[config.mk]
export PLATFORM = sky130hd
export DESIGN_NAME = div_unit
export DESIGN_NICKNAME = d
export VERILOG_FILES = /design/src/rtl/div_unit.sv
export SDC_FILE = /design/constraint.sdc
export NUM_CORES = 1
export LEC_CHECK = 0
export BUFFER_PORTS_ARGS = -buffer_cell sky130_fd_sc_hd__buf_2
export CAP_MARGIN = 20
export CORE_ASPECT_RATIO = 1.2
export CORE_MARGIN = 1.5
export CORE_UTILIZATION = 40
export CTS_CLUSTER_SIZE = 12
export DETAILED_ROUTE_END_ITERATION = 8
export PLACE_DENSITY_LB_ADDON = 0.15
export SYNTH_ARGS = -nofsm -noshare
export SYNTH_HDL_FRONTEND = slang
export SYNTH_SLANG_ARGS = --single-unit
[constraint.sdc]
create_clock -name clk -period 16.5 [get_ports clk]
set_input_delay 3.3 -clock clk [delete_from_list [all_inputs] [get_ports clk]]
set_output_delay 3.3 -clock clk [all_outputs]
set_load 0.005 [all_outputs]
[src/rtl/div_unit.sv]
// Iterative restoring radix-2 integer divider for RV64M DIV/DIVU/REM/REMU and W forms.
// Ports: clk, rstn, flush, in_valid/in_ready + dividend/divisor/div_op/is_word, out_valid/out_ready + result.
module div_unit #(
  parameter int XLEN = 64
) (
  input  logic            clk,
  input  logic            rstn,
  input  logic            flush,
  input  logic            in_valid,
  output logic            in_ready,
  input  logic [XLEN-1:0] dividend,
  input  logic [XLEN-1:0] divisor,
  input  logic [1:0]      div_op,
  input  logic            is_word,
  output logic            out_valid,
  input  logic            out_ready,
  output logic [XLEN-1:0] result
);

  localparam int H = XLEN / 2;

  typedef enum logic [1:0] {
    IDLE,
    CALC,
    DONE
  } state_t;

  state_t          state;
  logic [6:0]      cnt;
  logic [XLEN-1:0] rem;
  logic [XLEN-1:0] quo;
  logic [XLEN-1:0] dv;
  logic            word_q;
  logic            rem_sel;
  logic            neg_q;
  logic            neg_r;

  function automatic logic [XLEN-1:0] wsext(
    input logic [XLEN-1:0] x,
    input logic            w
  );
    return w ? {{H{x[H-1]}}, x[H-1:0]} : x;
  endfunction

  logic            op_signed;
  logic            op_rem;
  logic [XLEN-1:0] eff_a;
  logic [XLEN-1:0] eff_b;
  logic            sa;
  logic            sb;
  logic [XLEN-1:0] mag_a;
  logic [XLEN-1:0] mag_b;
  logic [XLEN-1:0] min_val;
  logic            div0;
  logic            ovf;
  logic [XLEN-1:0] sp_res;
  logic [XLEN-1:0] load_q;

  always_comb begin
    op_signed = ~div_op[0];
    op_rem    = div_op[1];
    if (is_word) begin
      eff_a = op_signed ? {{H{dividend[H-1]}}, dividend[H-1:0]}
                        : {{H{1'b0}}, dividend[H-1:0]};
      eff_b = op_signed ? {{H{divisor[H-1]}}, divisor[H-1:0]}
                        : {{H{1'b0}}, divisor[H-1:0]};
    end else begin
      eff_a = dividend;
      eff_b = divisor;
    end
    sa      = op_signed & eff_a[XLEN-1];
    sb      = op_signed & eff_b[XLEN-1];
    mag_a   = sa ? -eff_a : eff_a;
    mag_b   = sb ? -eff_b : eff_b;
    min_val = is_word ? {{(H+1){1'b1}}, {(H-1){1'b0}}}
                      : {1'b1, {(XLEN-1){1'b0}}};
    div0    = (eff_b == '0);
    ovf     = op_signed & (eff_a == min_val) & (&eff_b);
    if (div0)
      sp_res = op_rem ? eff_a : '1;
    else
      sp_res = op_rem ? '0 : eff_a;
    sp_res  = wsext(sp_res, is_word);
    // W forms park the 32-bit magnitude in the top half so the
    // same left-shifting datapath yields the quotient in the low half.
    load_q  = is_word ? {mag_a[H-1:0], {H{1'b0}}} : mag_a;
  end

  logic [XLEN:0]   trial;
  logic            ge;
  logic [XLEN-1:0] nr;
  logic [XLEN-1:0] nq;
  logic [XLEN-1:0] fq;
  logic [XLEN-1:0] fr;
  logic [XLEN-1:0] fin_res;
  logic            last;

  always_comb begin
    trial   = {rem, quo[XLEN-1]};
    ge      = (trial >= {1'b0, dv});
    // When ge holds the difference is below dv, so 64 bits suffice.
    nr      = ge ? (trial[XLEN-1:0] - dv) : trial[XLEN-1:0];
    nq      = {quo[XLEN-2:0], ge};
    fq      = neg_q ? -nq : nq;
    fr      = neg_r ? -nr : nr;
    fin_res = wsext(rem_sel ? fr : fq, word_q);
    last    = (cnt == (word_q ? 7'd31 : 7'd63));
  end

  assign in_ready = (state == IDLE);

  always_ff @(posedge clk or negedge rstn) begin
    if (!rstn) begin
      state     <= IDLE;
      out_valid <= 1'b0;
      result    <= '0;
      cnt       <= '0;
      rem       <= '0;
      quo       <= '0;
      dv        <= '0;
      word_q    <= 1'b0;
      rem_sel   <= 1'b0;
      neg_q     <= 1'b0;
      neg_r     <= 1'b0;
    end else if (flush) begin
      state     <= IDLE;
      out_valid <= 1'b0;
      result    <= '0;
      cnt       <= '0;
    end else begin
      unique case (state)
        IDLE: begin
          if (in_valid) begin
            word_q  <= is_word;
            rem_sel <= op_rem;
            neg_q   <= sa ^ sb;
            neg_r   <= sa;
            cnt     <= '0;
            rem     <= '0;
            quo     <= load_q;
            dv      <= mag_b;
            if (div0 || ovf) begin
              state     <= DONE;
              out_valid <= 1'b1;
              result    <= sp_res;
            end else begin
              state <= CALC;
            end
          end
        end
        CALC: begin
          rem <= nr;
          quo <= nq;
          cnt <= cnt + 7'd1;
          if (last) begin
            state     <= DONE;
            out_valid <= 1'b1;
            result    <= fin_res;
            cnt       <= '0;
          end
        end
        DONE: begin
          if (out_ready) begin
            state     <= IDLE;
            out_valid <= 1'b0;
            result    <= '0;
          end
        end
        default: state <= IDLE;
      endcase
    end
  end

endmodule

Word level (Yosys, flattened, before mapping)

Cells that the tools add are included.

Add/sub/neg operators: 6
Magnitude comparators: 1
Eq/ne operators: 9
Mux-type cells: 44
Bitwise gates (word level): 7
Reductions and logical operators: 12

Operator list:

| operator              | number |
|---|---|
| $mux W64              | 23 |
| $neg A64 Y64          | 4 |
| $pmux W64 S2          | 2 |
| $pmux W64 S3          | 1 |
| $ge A65 B64 Y1        | 1 |
| $eq A64 B64 Y1        | 1 |
| $logic_not A64 Y1     | 1 |
| $reduce_and A64 Y1    | 1 |
| $sub A64 B64 Y64      | 1 |
| $mux W63              | 1 |
| $mux W7               | 3 |
| $pmux W7 S2           | 1 |
| $mux W2               | 5 |
| $ne A3 B3 Y1 const B  | 3 |
| $reduce_and A3 Y1     | 3 |
| $add A7 B1 Y7 const B | 1 |
| $eq A7 B6 Y1          | 1 |
| $mux W6               | 1 |
| $pmux W2 S3           | 1 |
| $mux W1               | 5 |
| $reduce_and A5 Y1     | 1 |
| $and A1 B1 Y1         | 4 |
| $reduce_bool A4 Y1    | 1 |
| $ne A3 B2 Y1 const B  | 1 |
| 11 further kinds      | 12 |

Flip-flop bits (word level): 270
Bits of input ports: 136
Output and inout port bits: 66
Logic and storage cells: 90

Logic depth before layout (Yosys ltp)

Depth in word-level cells: 10
Mapped depth: 28
Depth with buffers taken out: 20

Worst setup path after synthesis

OpenSTA, ideal clock, no wires.

Path type: input to register
Start: input port divisor[19]
End: register result[57]
Setup time: 65 ps
Arrival time: 6843 ps
Required time: 16435 ps
Slack: 9592 ps
Stages: 16
Path buffers: 3
Cells stage by stage: or4_4 nor4_4 nor4b_2 nand2_1 nor4b_4 nand3_2 o31ai_1 nor3b_1 or2_1 clkbuf_1 or3_1 clkbuf_1 or2_1 buf_2 a2111oi_0 a211o_1

Longest elaborated chain between the ends: 9
Elaborated cells on any way between the ends: 14
Those cells by class: eq/ne (1); mux (8); bitwise (1); reduce/logical (4)

RTL lines:

| element                | line | RTL |
|---|---|---|
| start: declaration     | 12   | `input logic [XLEN-1:0] divisor,` |
| $mux W64               | 65   | `eff_b = op_signed ? {{H{divisor[H-1]}}, divisor[H-1:0]}` |
| $mux W64 (*)           | 62   | `if (is_word) begin` |
| $logic_not A64 Y1      | 77   | `div0 = (eff_b == '0);` |
| $mux W64               | 79   | `if (div0)` |
| $mux W64               | 42   | `return w ? {{H{x[H-1]}}, x[H-1:0]} : x;` |
| $mux W64               | 142  | `if (div0 \|\| ovf) begin` |
| $mux W64               | 133  | `if (in_valid) begin` |
| $pmux W64 S3           | 131  | `unique case (state)` |
| $mux W64               | 125  | `end else if (flush) begin` |
| end signal: assignment | 145  | `result <= sp_res;` |
| end signal: assignment | 158  | `result <= fin_res;` |
| end: declaration       | 17   | `output logic [XLEN-1:0] result` |

Every way passes the cells marked *; elsewhere a longest branch is shown, timed or not. The select of a mux whose other input is x is not followed.
A chain may end at the register's enable or synchronous reset.

Final worst setup path

Start: input port is_word
End: register result[57]

Longest elaborated chain between the ends: 8
Elaborated cells on any way between the ends: 19
Those cells by class: eq/ne (2); mux (11); bitwise (2); reduce/logical (4)

RTL lines:

| element                                         | line | RTL |
|---|---|---|
| start: declaration                              | 14   | `input logic is_word,` |
| $mux W64                                        | 62   |  |
| $logic_not A64 Y1, or another cell as far along | 77   |  |
| $mux W64                                        | 79   |  |
| $mux W64                                        | 42   |  |
| $mux W64                                        | 142  |  |
| $mux W64                                        | 133  |  |
| $pmux W64 S3                                    | 131  |  |
| $mux W64                                        | 125  |  |

Parallel ways exist; a longest one is shown, timed or not. The select of a mux whose other input is x is not followed.

==> reports/metrics.yaml <==
ys_seq_elements: 270
grt_pass1_wl_mm: 165
rsz0062_at_grt: "false"
clk_latency_ns: 0.62
yosys.area_share.simple: 0.224
fin_crit_ns: 8.35
routabilityCongestion: 0.981
drtAntennaViolNets: 0
ir_drop_uv: 115
syn_nets: 3651
drtPass1Iterations: 6
syn-cell-area_sq_um: 25500
required_ns: 17.05
max_slew_margin: 0.221
synth.area.mux_share: 0.0226
die_w_um: 233
multi_input_area_sq_um: 17400
grt_use_total: 0.333
overflow: 0
io_pins: 202
crit_type: "input pin to flip-flop"
seq_area_frac_synth: 0.265
synth.yosys.warnings: 0
finalNetCount: 3696
post_cts_buffers: 0
synth_area_per_cell_sq_um: 7.41
r2r_slack_ns: 9.37
cp-start-kind: "input pin"
finalMaxSlewViolations: 0
rows: 101
leakage_nw: 11.6
die_area_sq_um: 65300
drt-vias-per-instance: 6.30
final_common_cell: "nand2_1"
synth_xor_area_frac: 0.0886
status: "complete, no violations"
grt_max_degree: 104
antenna_found_initial: 2
cts_root_buffer: "clkbuf_16"
synthTopCellsByArea: "dfrtp_1 26%, o21ai_0 6.9%, a21oi_1 6.6%"
critical-path-max-stage-delay_ns: 0.65
fin_setup_tns_ns: 0
hold_path_class: "flip-flop to flip-flop"
ctsResizeCount: 0
synthFlopType: "dfrtp_1"
htreeDepth: 1
yosys.area.top_type: "dfrtp_1"
start_util: 0.404
grt_pass1_vias: 25700
holdBufCountCts: 0
synth_async_sr_flop_share: 1.00
die_h_um: 280
hold_viol: 0
synth_top_area_share: 0.265
cts_num_sinks: 270
cpMostUsedCell: "buf_4"
core-area_sq_um: 63200
area_delta_synth_final_pct: 9.89
fmax_mhz: 120
wirelength_mm: 111
synth_compound_area_frac: 0.286
drt_iter0_drc: 2755
synthAdderAreaFrac: 0.0586
synth_cells: 3441
cts_buffer_depth: 3
clk_pin_slew_ns: 0.07
post-route-period-util: 0.506
numCtsBuffers: 30
worst_pin_slew_ns: 1.17
power_density_nw_per_um2: 149
drive_gt1_frac: 0.102
dp_hpwl_mm: 85.4
vias: 27300
fillers: 6695
finClkSkew_ns: 0.0251
wl_per_cell_um: 25.6
whs_ns: 0.474
cp_slowest_cell: "buf_4"
regArea_sq_um: 6760
path_cells: "buf_4, inv_2, buf_4, nand2_1, a21oi_4, buf_4, nand4_1, nor3_1, nand3_1, o31ai_1, nor3b_1, or2_4, or3_1, or2_1, a2111oi_0, a211o_1"
finalSetupViolations: 0
yosys.cell_types.count: 95
drv_cap: 0
path_max_fanout: 68
crit_path_end_kind: "flip-flop"
layout_common_cells: "387 x nand2_1, 349 x o21ai_0, 336 x a21oi_1, 307 x nor2_1, 268 x dfrtp_1"
cts_tree: "done"
synth_edf_count: 0
critical_path_arrival_ns: 8.90
synth_top_family_by_area: "compound AO/OA/AOI/OAI gates"
portBuffers: 201
drc_errors: 0
registers in the layout (all words and copies together), names as in the netlist:
signal,cells
cnt,7
dv,64
neg_q,1
neg_r,1
out_valid,1
quo,64
rem,64
rem_sel,1
result,64
state,2
word_q,1
cells by family (layout without fill, tap and decap cells):
group,Yosys count,after routing
muxes,57,57
other,0,1
buffers and inverters,366,431
and+or+nand+nor,1189,1189
adders and majority gates,130,130
AOI/OAI and AO/OA,1171,1171
xor gates and xnor gates,258,258
DFF,270,270
report_power, final:
part	total (mW)	leakage, nW	internal, mW	switching (mW)
registers	1.15	3.52	0.889	0.264
logic	2.32	7.56	0.769	1.55
clock network	0.712	0.496	0.405	0.307
total	4.19	11.6	2.06	2.12
cells in the mapped netlist, types with 38 or more instances:
cell,instances
o22ai_1,58
a211oi_1,50
o21ai_0,349
ha_1,73
nand3_1,55
nor2_1,312
o31ai_1,62
xor2_1,112
inv_1,134
a21oi_1,337
nand4_1,57
nand2_1,387
clkbuf_1,192
a22o_1,38
nor3_1,87
dfrtp_1,270
maj3_1,56
or3_1,52
nor4_1,38
xnor2_1,146
mux2i_1,53
layout make-up:
type | count | share of cell area
clock inverters | 11 | 0.00518
diodes | 1 | 0.0000893
clock buffers | 41 | 0.0304
flip-flops and latches | 270 | 0.241
inverters | 136 | 0.0182
repair buffers | 243 | 0.0482
well taps | 824 | 0.0368
multi-input cells | 2805 | 0.620
worst max-delay path, delay by kind of cell:
family          cells  cell delay (ns)
simple gates        8             2.79
compound gates      4             1.38
buf+inv             4             1.36
layer usage:
layer / global-route usage / up-vias / share of wire
met2: 0.520 / 1220 / 0.45
met4: 0.203 / 2 / 0.070
met3: 0.0280 / 272 / 0.064
met5: 0 / - / 0.00012
li1: - / 12700 / -
met1: 0.446 / 13200 / 0.42
final timing paths:
kind | start | endpoint | cells past startpoint
hold / removal | dv[12]$_DFFE_PN0P_ | dv[12]$_DFFE_PN0P_ | 2
min in group asynchronous | rstn | quo[6]$_DFFE_PN0P_ | 1
hold reg to reg | dv[12]$_DFFE_PN0P_ | dv[12]$_DFFE_PN0P_ | 2
setup reg to reg | rem[2]$_DFFE_PN0P_ | result[56]$_DFFE_PN0P_ | 20
setup / recovery | is_word | result[57]$_DFFE_PN0P_ | 16
max in group asynchronous | rstn | result[55]$_DFFE_PN0P_ | 3
stage by stage:
step	instances	instance area, sq um	utilization	setup WS (ns)	total power, mW
final	4331	28000	0.443	8.15	4.19
after global routing	4330	28000	0.443	7.99	4.44
after CTS	4329	28000	0.443	8.35	4.13
after detailed placement	4277	27000	0.427	7.73	3.41
after global placement	4277	27000	0.427	7.94	3.42
after floorplan	3441	25500	-	9.59	2.61
Power figures use the tool's default switching activity.
